**src/rtl/hamming_pkg.sv**
```systemverilog
// Shared types for the parity checker datapath.
package hamming_pkg;

  typedef enum logic [1:0] {
    ST_EMPTY = 2'd0,
    ST_ONE   = 2'd1,
    ST_FULL  = 2'd2
  } skid_state_e;

endpackage

```
**src/rtl/parity_skid_buffer.sv**
```systemverilog
// Two-entry skid buffer: output register plus one skid register, ready/valid on both sides.
module parity_skid_buffer
  import hamming_pkg::*;
#(
  parameter int unsigned WIDTH = 4
) (
  input  logic             clk,
  input  logic             rst_n,
  input  logic             s_valid,
  output logic             s_ready,
  input  logic [WIDTH-1:0] s_data,
  output logic             m_valid,
  input  logic             m_ready,
  output logic [WIDTH-1:0] m_data
);

  skid_state_e      state_q, state_n;
  logic [WIDTH-1:0] out_q, out_n;
  logic [WIDTH-1:0] skid_q, skid_n;
  logic             s_ready_q, s_ready_n;
  logic             m_valid_q, m_valid_n;
  logic             acc_c, emit_c;

  assign acc_c  = s_valid && s_ready_q;
  assign emit_c = m_valid_q && m_ready;

  always_ff @(posedge clk or negedge rst_n) begin
    if (!rst_n) begin
      state_q   <= ST_EMPTY;
      out_q     <= '0;
      skid_q    <= '0;
      s_ready_q <= 1'b0;
      m_valid_q <= 1'b0;
    end else begin
      state_q   <= state_n;
      out_q     <= out_n;
      skid_q    <= skid_n;
      s_ready_q <= s_ready_n;
      m_valid_q <= m_valid_n;
    end
  end

  // Handshake flags are precomputed from the next state so they leave flops.
  always_comb begin
    state_n = state_q;
    out_n   = out_q;
    skid_n  = skid_q;
    unique case (state_q)
      ST_EMPTY: begin
        if (acc_c) begin
          state_n = ST_ONE;
          out_n   = s_data;
        end
      end
      ST_ONE: begin
        if (acc_c && emit_c) begin
          out_n = s_data;
        end else if (acc_c) begin
          state_n = ST_FULL;
          skid_n  = s_data;
        end else if (emit_c) begin
          state_n = ST_EMPTY;
        end
      end
      ST_FULL: begin
        if (emit_c) begin
          state_n = ST_ONE;
          out_n   = skid_q;
        end
      end
      default: state_n = ST_EMPTY;
    endcase
    s_ready_n = (state_n != ST_FULL);
    m_valid_n = (state_n != ST_EMPTY);
  end

  assign s_ready = s_ready_q;
  assign m_valid = m_valid_q;
  assign m_data  = out_q;

endmodule

```
**config.mk**
```make
export PLATFORM = sky130hd
export DESIGN_NAME = parity_skid_buffer
export DESIGN_NICKNAME = d
export VERILOG_FILES = /design/src/rtl/hamming_pkg.sv /design/src/rtl/parity_skid_buffer.sv
export SDC_FILE = /design/constraint.sdc
export NUM_CORES = 1
export LEC_CHECK = 0
export ABC_CLOCK_PERIOD_IN_PS = 1750
export CAP_MARGIN = 20
export CORE_AREA = 2 2 39 41
export DETAILED_ROUTE_END_ITERATION = 8
export DIE_AREA = 0 0 41 43
export GPL_ROUTABILITY_DRIVEN = 0
export PLACE_DENSITY = 0.7
export SLEW_MARGIN = 0
export SYNTH_ARGS = -nofsm -noshare
export SYNTH_HDL_FRONTEND = slang
export SYNTH_SLANG_ARGS = --single-unit
```
**constraint.sdc**
```tcl
create_clock -name clk -period 1.75 [get_ports clk]
set_input_delay 0.2625 -clock clk [delete_from_list [all_inputs] [get_ports clk]]
set_output_delay 0.2625 -clock clk [all_outputs]
set_load 0.05 [all_outputs]
```
==> results.md <==
* Status: complete, no violations
* Cell leakage power at 0.332 nW
* Post-route antenna net violation count at 0
* Number of flip-flops and latches in the synthesized netlist at 12
* CTS tree: built
* DRC violations left at 0
* Number of logic stages on the critical path including buffering at 1
* Area of the mapped netlist at 564 um2
* Maximum capacitance violations at 0
* Register clock-pin slew on the reported worst setup and hold paths at 70 ps
* Power density of the placed cells at 2040 mW/mm2
* Detailed Route WL at 871 um
* Global-route wire length before repair at 1560 um
* Data arrival time of the worst path at 1410 ps
* Standard-cell row count at 14
* Category of the worst setup path capture point: output pin
* Effective utilization at floorplan at 40.8%
* Tmin final at 1670 ps
* Area of the die at 0.00176 mm2
* Residual overflow from global routing at 0
* Layout filler cell count at 126
* Cell with the largest stage delay on the worst path: clkdlybuf4s50_1
* Detailed placement HPWL at 684 um
* Nets in the synthesized netlist at 49
* Post-CTS resize count at 0
* Commonest cells after routing, fill and taps aside: dfrtp_1, mux2_2, clkdlybuf4s50_1
* Cell Chain, Critical Path: clkdlybuf4s50_1
* DR pass1 iterations at 1
* Via count of the first global-routing pass at 357
* Crit-path max cell delay at 790 ps
* Number of buffers and inverters on the critical path at 1
* Maximum number of pins on one net before global-route repair at 13
* Final core occ at 53.1%
* Unique cell type count in the Yosys netlist at 16
* Fin nets at 67
* Worst-case headroom to the max-slew limit at 64.5%
* Area taken by flip-flops and latches at 300 um2
* Share of the yosys chip area belonging to registers at 53.2%
* Worst EP required at 1490 ps
* Die outline height at 43 um
* CP top delay family: buffers and inverters
* Maximum achievable frequency at 599 MHz
* Final setup skew at 1.38 ps
* GRT Total Usage at 13.7%
* Leading cell type in the layout, fill and taps excluded: dfrtp_1
* Initial detailed-routing violation count at 0
* Count of synthesis-stage warnings from yosys at 0
* Layout cell share with drive strength beyond 1 at 41.4%
* Worst hold path type: input port to asynchronous set/reset pin
* Level count of the clock H-tree at 1
* Clock Root Buffer: clkbuf_4
* Total count of max-transition violations in the final report at 0
* Antenna fix cells at 0
* Multi-input combinational cell area at 249 um2
* Total Power at 1.50 mW
* Port buffer count at 13
* I/O pins at 14
* Wire per inst at 11.8 um
* Layout Area Growth over Synthesis at 30.2%
* Synthesized netlist cell count at 41
* IR drop worst, VDD at 973 uV
* Clock latency of the later-clocked register in the worst-skew pair at 270 ps
* Area post-placement at 698 um2
* RSZ-0062 raised after global routing: false
* # setup viols final at 0
* Hold buffers post-CTS at 0
* Final Instance Area at 734 um2
* Initial antenna violation count at 0
* TritonCTS sink count at 12
* Startpoint types: flop
* Actual transition at the worst max-transition pin at 531 ps
* Hold violation count in the final report at 0
* Setup TNS Final at 0 ps
* Detail-routed via count per cell at 4.96
* Detailed-route via count at 367
* Core region area at 0.00138 mm2
* Number of buffers added for setup after CTS at 0
* Biggest fanout along the worst timing path at 2
* Maximum number of buffers from clock root to sink at 2
* Crit Path Class: flop to output pin
* Horizontal extent of the die at 41 um
* Total clock buffers created by CTS at 3
* Share of the clock period used by the worst path after layout at 95.4%
* Post-Syn Area per Cell at 13.8 um2
* Worst r2r path cells at 5
-- final cells by class --
cell class | count | share of cell area, %
well taps | 16 | 2.73
inverters | 1 | 0.511
multi-input cells | 27 | 33.9
clock buffers | 4 | 4.94
repair buffers | 14 | 17.0
flip-flops and latches | 12 | 40.9
-- per-stage QoR --
stage               cells  worst slack [ps]  hold WS, ps
floorplan              41               174        -33.1
detailed placement     70              84.4          493
finish                 74              81.0          340
global route           74              14.8          392
global placement       70               114          491
CTS                    74              63.5          353
-- power breakdown --
group / switching [mW] / internal, mW / leakage [nW]
sequential: 0.0848 / 0.418 / 0.141
clock: 0.0895 / 0.126 / 0.0210
combinational: 0.443 / 0.335 / 0.170
total: 0.617 / 0.879 / 0.332
-- Yosys cell counts, drive strengths merged --
cell type / n / area share, %
nor3: 1 / 0.89
a21boi: 1 / 1.3
dfrtp: 12 / 53
mux2: 12 / 27
a21oi: 1 / 2.9
o21a: 2 / 2.7
nand2b: 1 / 1.1
o21ai: 3 / 3.3
nand2: 2 / 1.3
inv: 1 / 0.66
o2bb2ai: 1 / 1.6
nand3: 2 / 1.8
nor2: 1 / 0.66
buf: 1 / 2.0
-- routing by layer --
| layer | vias to the layer above | wire, um | global-route usage (%) | share of wire, % |
|---|---|---|---|---|
| met5 | - | 0 | 0 | 0 |
| li1 | 182 | - | - | - |
| met4 | 0 | 14 | 8.00 | 1.6 |
| met1 | 177 | 380 | 15.9 | 44 |
| met3 | 2 | 33 | 4.71 | 3.8 |
| met2 | 6 | 443 | 20.9 | 51 |
-- state kept, by name, summed over array words and instances (netlist names) --
signal,cells
m_data,4
skid_q,4
state_q,2
m_valid,1
s_ready,1
-- path summary, 6_finish.rpt --
kind / end / slack, ps / startpoint
min in group clk: m_data[3]$_DFFE_PN0P_ / 510 / m_data[3]$_DFFE_PN0P_
worst max register to register: m_data[2]$_DFFE_PN0P_ / 230 / state_q[0]$_DFF_PN0_
max in group asynchronous: s_ready$_DFF_PN0_ / 1060 / rst_n
worst min register to register: m_data[3]$_DFFE_PN0P_ / 510 / m_data[3]$_DFFE_PN0P_
worst max-delay path: m_valid / 80 / m_valid$_DFF_PN0_
worst min-delay path: m_data[3]$_DFFE_PN0P_ / 340 / rst_n
-- kinds of logic (layout without fill, tap and decap cells) --
group                  Yosys count  after routing  synth area share (%)
buffers and inverters            2             19                  2.66
AO/OA/AOI/OAI                    8              8                  11.8
multiplexers                    12             12                  26.6
flip-flops                      12             12                  53.2
AND/OR/NAND/NOR                  7              7                  5.76
No activity file was read; power rests on OpenSTA's default activity.
